### src/rtl/uart_wb_tx_core_if.sv
// Wishbone register-bus bundle for the UART transmit core.
// Handshake: the master holds wb_stb_i/wb_cyc_i (plus addr/data/we/sel) until it sees
// wb_ack_o; the slave pulses wb_ack_o for exactly one cycle, and wb_dat_o is valid only then.
interface uart_wb_tx_core_if;
    logic [2:0] wb_addr_i;
    logic [7:0] wb_dat_i;
    logic [7:0] wb_dat_o;
    logic       wb_we_i;
    logic [3:0] wb_sel_i;
    logic       wb_stb_i;
    logic       wb_cyc_i;
    logic       wb_ack_o;

    modport slave (
        input  wb_addr_i, wb_dat_i, wb_we_i, wb_sel_i, wb_stb_i, wb_cyc_i,
        output wb_dat_o, wb_ack_o
    );

    modport master (
        output wb_addr_i, wb_dat_i, wb_we_i, wb_sel_i, wb_stb_i, wb_cyc_i,
        input  wb_dat_o, wb_ack_o
    );
endinterface

### src/rtl/uart_wb_tx_core.sv
// Wishbone-slave UART transmitter: register file, TX FIFO, baud divider and
// frame serialiser (5-8 data bits, optional parity, 1/2 stop bits, break).
module uart_wb_tx_core #(
    parameter int FIFO_DEPTH = 16,
    parameter int DIV_W      = 16,
    parameter int OVS        = 16
) (
    input  logic                   wb_clk_i,
    input  logic                   wb_rst_i,
    uart_wb_tx_core_if.slave       wb,
    output logic                   stx_pad_o,
    output logic                   baud_o,
    output logic                   int_o,
    output logic [2:0]             state_dbg
);
    localparam int AW = (FIFO_DEPTH > 1) ? $clog2(FIFO_DEPTH) : 1;
    localparam int CW = AW + 1;
    localparam int OW = (OVS > 1) ? $clog2(OVS) : 1;
    localparam logic [CW-1:0] FULL     = CW'(FIFO_DEPTH);
    localparam logic [OW-1:0] OVS_LAST = OW'(OVS - 1);

    typedef enum logic [2:0] {IDLE, START, DATA, PARITY, STOP} state_t;

    logic [7:0]    ier, lcr, dll, dlm, scr, rdata;
    logic [7:0]    mem [FIFO_DEPTH];
    logic [AW-1:0] wr_ptr, rd_ptr;
    logic [CW-1:0] count;
    logic          overflow;
    logic [DIV_W-1:0] bcnt, divisor;
    logic [15:0]   div_full;
    state_t        state;
    logic [OW-1:0] ovs_cnt;
    logic [2:0]    bit_cnt;
    logic [7:0]    shifter, head_mask;
    logic [5:0]    frame_lcr;
    logic          par_bit, par_calc, tx_bit;

    logic req, wr_en, rd_en, thr_wr, fcr_clr, div_wr;
    logic fifo_empty, fifo_full, push, pop;

    assign req        = wb.wb_stb_i & wb.wb_cyc_i & ~wb.wb_ack_o;
    assign wr_en      = req & wb.wb_we_i & wb.wb_sel_i[0];
    assign rd_en      = req & ~wb.wb_we_i & wb.wb_sel_i[0];
    assign thr_wr     = wr_en && (wb.wb_addr_i == 3'd0);
    assign fcr_clr    = wr_en && (wb.wb_addr_i == 3'd2) && wb.wb_dat_i[1];
    assign div_wr     = wr_en && (wb.wb_addr_i == 3'd4 || wb.wb_addr_i == 3'd5);
    assign fifo_empty = (count == '0);
    assign fifo_full  = (count == FULL);
    assign push       = thr_wr && !fifo_full;
    assign pop        = baud_o && (state == IDLE) && !fifo_empty;
    assign div_full   = {dlm, dll};
    assign divisor    = div_full[DIV_W-1:0];
    assign state_dbg  = state;

    // Parity is computed from the frame's own LCR snapshot at pop time.
    assign head_mask = 8'hFF >> (2'd3 - lcr[1:0]);
    assign par_calc  = lcr[5] ? ~lcr[4] : ((^(mem[rd_ptr] & head_mask)) ^ ~lcr[4]);

    always_comb begin
        rdata = 8'h00;
        case (wb.wb_addr_i)
            3'd1: rdata = ier;
            3'd3: rdata = lcr;
            3'd4: rdata = dll;
            3'd5: rdata = dlm;
            3'd6: rdata = {overflow, fifo_empty && (state == IDLE), fifo_empty, 5'b0};
            3'd7: rdata = scr;
            default: rdata = 8'h00;
        endcase
    end

    always_comb begin
        tx_bit = 1'b1;
        case (state)
            START:   tx_bit = 1'b0;
            DATA:    tx_bit = shifter[0];
            PARITY:  tx_bit = par_bit;
            default: tx_bit = 1'b1;
        endcase
    end

    always_ff @(posedge wb_clk_i) begin
        if (wb_rst_i) begin
            wb.wb_ack_o <= 1'b0;
            wb.wb_dat_o <= 8'h00;
            ier <= 8'h00; lcr <= 8'h03; dll <= 8'h00; dlm <= 8'h00; scr <= 8'h00;
            int_o <= 1'b0;
        end else begin
            wb.wb_ack_o <= req;
            wb.wb_dat_o <= rd_en ? rdata : 8'h00;
            int_o       <= ier[1] & fifo_empty;
            if (wr_en) begin
                case (wb.wb_addr_i)
                    3'd1: ier <= wb.wb_dat_i;
                    3'd3: lcr <= wb.wb_dat_i;
                    3'd4: dll <= wb.wb_dat_i;
                    3'd5: dlm <= wb.wb_dat_i;
                    3'd7: scr <= wb.wb_dat_i;
                    default: ;
                endcase
            end
        end
    end

    always_ff @(posedge wb_clk_i) begin
        if (push && !fcr_clr) mem[wr_ptr] <= wb.wb_dat_i;
    end

    // A clear beats any same-cycle push or pop; overflow set beats the LSR-read clear.
    always_ff @(posedge wb_clk_i) begin
        if (wb_rst_i) begin
            wr_ptr <= '0; rd_ptr <= '0; count <= '0; overflow <= 1'b0;
        end else begin
            if (rd_en && wb.wb_addr_i == 3'd6) overflow <= 1'b0;
            if (thr_wr && fifo_full)            overflow <= 1'b1;
            if (fcr_clr) begin
                wr_ptr <= '0; rd_ptr <= '0; count <= '0;
            end else begin
                if (push) wr_ptr <= wr_ptr + 1'b1;
                if (pop)  rd_ptr <= rd_ptr + 1'b1;
                case ({push, pop})
                    2'b10:   count <= count + 1'b1;
                    2'b01:   count <= count - 1'b1;
                    default: count <= count;
                endcase
            end
        end
    end

    always_ff @(posedge wb_clk_i) begin
        if (wb_rst_i || div_wr) begin
            bcnt <= DIV_W'(1); baud_o <= 1'b0;
        end else if (divisor == '0) begin
            baud_o <= 1'b0;
        end else if (bcnt >= divisor) begin
            bcnt <= DIV_W'(1); baud_o <= 1'b1;
        end else begin
            bcnt <= bcnt + 1'b1; baud_o <= 1'b0;
        end
    end

    always_ff @(posedge wb_clk_i) begin
        if (wb_rst_i) begin
            state <= IDLE; ovs_cnt <= '0; bit_cnt <= 3'd0; shifter <= 8'h00;
            frame_lcr <= 6'h03; par_bit <= 1'b0; stx_pad_o <= 1'b1;
        end else begin
            stx_pad_o <= lcr[6] ? 1'b0 : tx_bit;
            if (baud_o) begin
                if (state == IDLE) begin
                    if (!fifo_empty) begin
                        shifter <= mem[rd_ptr]; frame_lcr <= lcr[5:0]; par_bit <= par_calc;
                        state <= START; ovs_cnt <= '0; bit_cnt <= 3'd0;
                    end
                end else if (ovs_cnt != OVS_LAST) begin
                    ovs_cnt <= ovs_cnt + 1'b1;
                end else begin
                    ovs_cnt <= '0;
                    case (state)
                        START: state <= DATA;
                        DATA: begin
                            shifter <= shifter >> 1;
                            if (bit_cnt == 3'd4 + {1'b0, frame_lcr[1:0]}) begin
                                bit_cnt <= 3'd0;
                                state   <= frame_lcr[3] ? PARITY : STOP;
                            end else begin
                                bit_cnt <= bit_cnt + 1'b1;
                            end
                        end
                        PARITY: state <= STOP;
                        STOP: begin
                            if (frame_lcr[2] && bit_cnt == 3'd0) bit_cnt <= 3'd1;
                            else begin
                                bit_cnt <= 3'd0; state <= IDLE;
                            end
                        end
                        default: state <= IDLE;
                    endcase
                end
            end
        end
    end
endmodule

### src/flat_wrapper.sv
// flat-port wrapper written by rule: the top's interface ports become plain ports
module uart_wb_tx_core_flat 
#(
    parameter int FIFO_DEPTH = 16,
    parameter int DIV_W      = 16,
    parameter int OVS        = 16
)
  (wb_clk_i, wb_rst_i, stx_pad_o, baud_o, int_o, state_dbg, wb_wb_addr_i, wb_wb_dat_i, wb_wb_we_i, wb_wb_sel_i, wb_wb_stb_i, wb_wb_cyc_i, wb_wb_dat_o, wb_wb_ack_o);
  uart_wb_tx_core_if wb_i ();
  input  logic wb_clk_i;
  input  logic wb_rst_i;
  output logic stx_pad_o;
  output logic baud_o;
  output logic int_o;
  output logic [2:0] state_dbg;
  input wire logic [$bits(wb_i.wb_addr_i)-1:0] wb_wb_addr_i;
  input wire logic [$bits(wb_i.wb_dat_i)-1:0] wb_wb_dat_i;
  input wire logic [$bits(wb_i.wb_we_i)-1:0] wb_wb_we_i;
  input wire logic [$bits(wb_i.wb_sel_i)-1:0] wb_wb_sel_i;
  input wire logic [$bits(wb_i.wb_stb_i)-1:0] wb_wb_stb_i;
  input wire logic [$bits(wb_i.wb_cyc_i)-1:0] wb_wb_cyc_i;
  output wire logic [$bits(wb_i.wb_dat_o)-1:0] wb_wb_dat_o;
  output wire logic [$bits(wb_i.wb_ack_o)-1:0] wb_wb_ack_o;
  assign wb_i.wb_addr_i = wb_wb_addr_i;
  assign wb_i.wb_dat_i = wb_wb_dat_i;
  assign wb_i.wb_we_i = wb_wb_we_i;
  assign wb_i.wb_sel_i = wb_wb_sel_i;
  assign wb_i.wb_stb_i = wb_wb_stb_i;
  assign wb_i.wb_cyc_i = wb_wb_cyc_i;
  assign wb_wb_dat_o = wb_i.wb_dat_o;
  assign wb_wb_ack_o = wb_i.wb_ack_o;
  uart_wb_tx_core #(.FIFO_DEPTH(FIFO_DEPTH), .DIV_W(DIV_W), .OVS(OVS)) u_core (.wb_clk_i(wb_clk_i), .wb_rst_i(wb_rst_i), .wb(wb_i), .stx_pad_o(stx_pad_o), .baud_o(baud_o), .int_o(int_o), .state_dbg(state_dbg));
endmodule
### config.mk
export PLATFORM = sky130hd
export DESIGN_NAME = uart_wb_tx_core_flat
export DESIGN_NICKNAME = d
export VERILOG_FILES = /design/src/rtl/uart_wb_tx_core_if.sv /design/src/rtl/uart_wb_tx_core.sv /design/src/flat_wrapper.sv
export SDC_FILE = /design/constraint.sdc
export NUM_CORES = 1
export LEC_CHECK = 0
export CORE_MARGIN = 4
export CORE_UTILIZATION = 50
export CTS_CLUSTER_DIAMETER = 30
export DETAILED_ROUTE_END_ITERATION = 7
export MAX_ROUTING_LAYER = met4
export PLACE_DENSITY = 0.73
export SLEW_MARGIN = 20
export SYNTH_ARGS = -nofsm -noshare
export SYNTH_HDL_FRONTEND = slang
export SYNTH_SLANG_ARGS = --single-unit
### constraint.sdc
create_clock -name wb_clk_i -period 4 [get_ports wb_clk_i]
set_input_delay 0.6 -clock wb_clk_i [delete_from_list [all_inputs] [get_ports wb_clk_i]]
set_output_delay 0.6 -clock wb_clk_i [all_outputs]
set_load 0.01 [all_outputs]
==> results.cfg <==
[finish]
drive_gt1_share_pct = 16.24
syn_to_final_growth_pct = 21.55
fillers = 1514
fin_area_um2 = 12530
n_antenna_cell = 0
final_nets = 945

[critical_path]
r2r_slack_ns = 0.86
worst_setup_path_start_kind = input pin
crit_required_ns = 4.44
reg2reg_to = u_core.par_bit$_SDFFE_PP0P_
reg2reg_depth = 9
worstPathMaxFanout = 3
critPathArrivalTime_ns = 3.72
cp-end-kind = flop
criticalPathCategory = in2reg

[drt]
drt_iter0_drc = 544
wl_per_cell_um = 18.90
drc = 0
ant_nets = 0
wl_mm = 22.68
vias = 6769
first_pass_iters = 8
avgViaCountPerCell = 5.641

[flow_run]
cap_violations = 0

[synthesis]
ys_types = 58
netlist_area_um2 = 10310
yosysMostFrequentCell = edfxtp_1
synth_top_cell_by_area = edfxtp_1
synth_nets = 872
synthArstFlopShare_pct = 0
syn_inst = 824
syn_avg_cell_area_um2 = 12.51
yosys_warnings = 0
synth-seq-cells = 237
synth_common_cells = edfxtp_1, nor2_1, dfxtp_1
synth_enable_flop_cells = 128
yosysSeqAreaShare_pct = 58.44
ys.flop_type = edfxtp_1
yosys-top-cells-area = edfxtp_1, dfxtp_1, mux4_2
synth_top_area_share_pct = 37.28

[global_routing]
grt_pass1_wl_mm = 36.40
grt_overflow_total = 0
grt_util_all_layers_pct = 21.10
grt_pass1_vias = 6662
grt_max_degree = 40
grt_antenna_before_repair = 0

[clocking]
h-tree-depth = 2
cts-root-buf = clkbuf_16
cts_resized = 0
cts_setup_buffers = 0
cts_sinks = 237
cts_buffer_depth = 3
cts_tree = built
cts_hold_buf = 0
path_clk_slew_ns = 0.04
cts_made_buffers = 44
clk_latency_ns = 0.52

[place]
dp_hpwl_mm = 14.41
preCtsSetupSlack_ns = 0.1833
portBuffers = 31
place_area_um2 = 11020
gp_congestion = 0.7954

[floorplanning]
die_area_um2 = 22980
ioPinCount = 35
start_util_pct = 50.96
coreArea_um2 = 20230
die_y_um = 151.6
num_rows = 52
fp.dieW_um = 151.6

[hold_path]
hold_end = u_core.wb.wb_ack_o$_SDFF_PP0_
hold_path_startpoint = u_core.wb.wb_ack_o$_SDFF_PP0_
hp-class = reg2reg
hold_path_depth = 1

[sta]
fin_crit_ns = 3.284
tns_ns = 0
rsz0062_at_grt = no
hold_viol = 0
final-setup-viol-count = 0
maxSlewViolCount = 0
worstMarginPinSlew_ns = 0.9803
post-route-period-util_pct = 82.10
clock.fmax_ghz = 0.3045
fin_skew_ns = 0.01712
relSlewSlack_pct = 34.44
setup_ws_ns = 0.7160

[pwr]
power_mw = 6.380
p_leak_nw = 4.558
ir_drop_mv = 0.2970
pwr-share-clk_pct = 57.8
combPwrFrac_pct = 1.8
p_switching_mw = 1.281
power_frac_seq_pct = 40.4
power_density_nw_per_um2 = 509.1
p_sw_share_pct = 20.07
internal-power_mw = 5.100

[outcome]
status = completed
==> placed cells by master, fill, tap and decap left out, drive strengths merged, types with 12 or more instances in the layout <==
cell type      instances
nor2                 123
xor2                  17
edfxtp               128
inv                   32
o21ai                 20
clkdlybuf4s50         30
mux4                  41
a21oi                 26
clkbuf                56
xnor2                 12
a22oi                 15
ha                    28
clkinv                13
nand2                 63
buf                   36
dfxtp                109
nand3                 14
mux2i                 44
nor3                  13
==> worst max-delay path: stages <==
cell and delay, ns:
clkdlybuf4s50_1 0.45, nand2_1 0.06, nor2_1 0.16, nand3_1 0.16, or2_1 0.29, a2111oi_2 0.43
inv_2 0.07, ha_1 0.23, xor2_1 0.15, ha_1 0.18, a21oi_1 0.24, nand3_1 0.11
o21ai_1 0.09, nor2_1 0.06, or3_1 0.30, a21oi_1 0.15
==> worst max path at each step <==
stage,startpoint,end,cells after the start
detailed placement,wb_wb_cyc_i,u_core.count[4]$_SDFFE_PP0P_,16
global route,wb_wb_stb_i,u_core.count[4]$_SDFFE_PP0P_,16
floorplan,wb_wb_stb_i,u_core.count[4]$_SDFFE_PP0P_,16
finish,wb_wb_stb_i,u_core.count[4]$_SDFFE_PP0P_,16
global placement,wb_wb_stb_i,u_core.count[4]$_SDFFE_PP0P_,16
CTS,wb_wb_cyc_i,u_core.count[4]$_SDFFE_PP0P_,16
==> sequential cells by signal (all words and copies together), names as in the netlist, 5 cells and up, named ones only <==
name / cells
u_core.bcnt: 16
u_core.count: 5
u_core.wb.wb_dat_o: 8
u_core.scr: 8
u_core.dlm: 8
u_core.ier: 8
u_core.lcr: 8
u_core.dll: 8
u_core.shifter: 8
u_core.mem: 128
==> metal layers <==
| layer | wire, um | part of all wire (%) | global-route usage (%) | up-vias |
|---|---|---|---|---|
| met3 | 1230 | 5.4 | 4.224 | 49 |
| li1 | - | - | - | 3202 |
| met1 | 9867 | 44 | 28.16 | 3320 |
| met5 | 0 | 0 | - | - |
| met2 | 10920 | 48 | 32.65 | 198 |
| met4 | 663 | 2.9 | 7.233 | 0 |
==> cells by family after synthesis <==
family                   synth area share, %
adder cells (fa/ha/maj)                3.398
flip-flops                             58.44
buffers and inverters                  2.997
multiplexers                           13.77
AO/OA/AOI/OAI                          6.662
XOR/XNOR                               2.754
AND/OR/NAND/NOR                        11.98
==> final cells by class <==
class	instances	area (um^2)	area share [%]
clock buffers	56	1229	9.803
clock inverters	23	282.8	2.256
inverters	30	112.6	0.8985
multi-input cells	518	3976	31.73
flip-flops and latches	237	6027	48.09
well taps	270	337.8	2.695
repair buffers	66	568.0	4.532
==> metrics by stage <==
| step | util, % | hold slack (ns) | std cells |
|---|---|---|---|
| 3_5_place_dp | 54.47 | 0.4417 | 1121 |
| 4_1_cts | 61.94 | 0.4488 | 1200 |
| 6_report | 61.94 | 0.4456 | 1200 |
| 2_1_floorplan | - | 0.4366 | 824 |
| 3_3_place_gp | 54.47 | 0.4315 | 1121 |
| 5_1_grt | 61.94 | 0.4711 | 1200 |
==> power by group through the flow <==
stage,sequential (mW),combinational [mW],clock [mW]
finish,2.57,0.116,3.69
CTS,2.57,0.117,3.74
detailed placement,2.62,0.116,0
global route,2.57,0.126,3.86
floorplan,2.62,0.0512,0
global placement,2.62,0.114,0
Power figures use the tool's default switching activity.
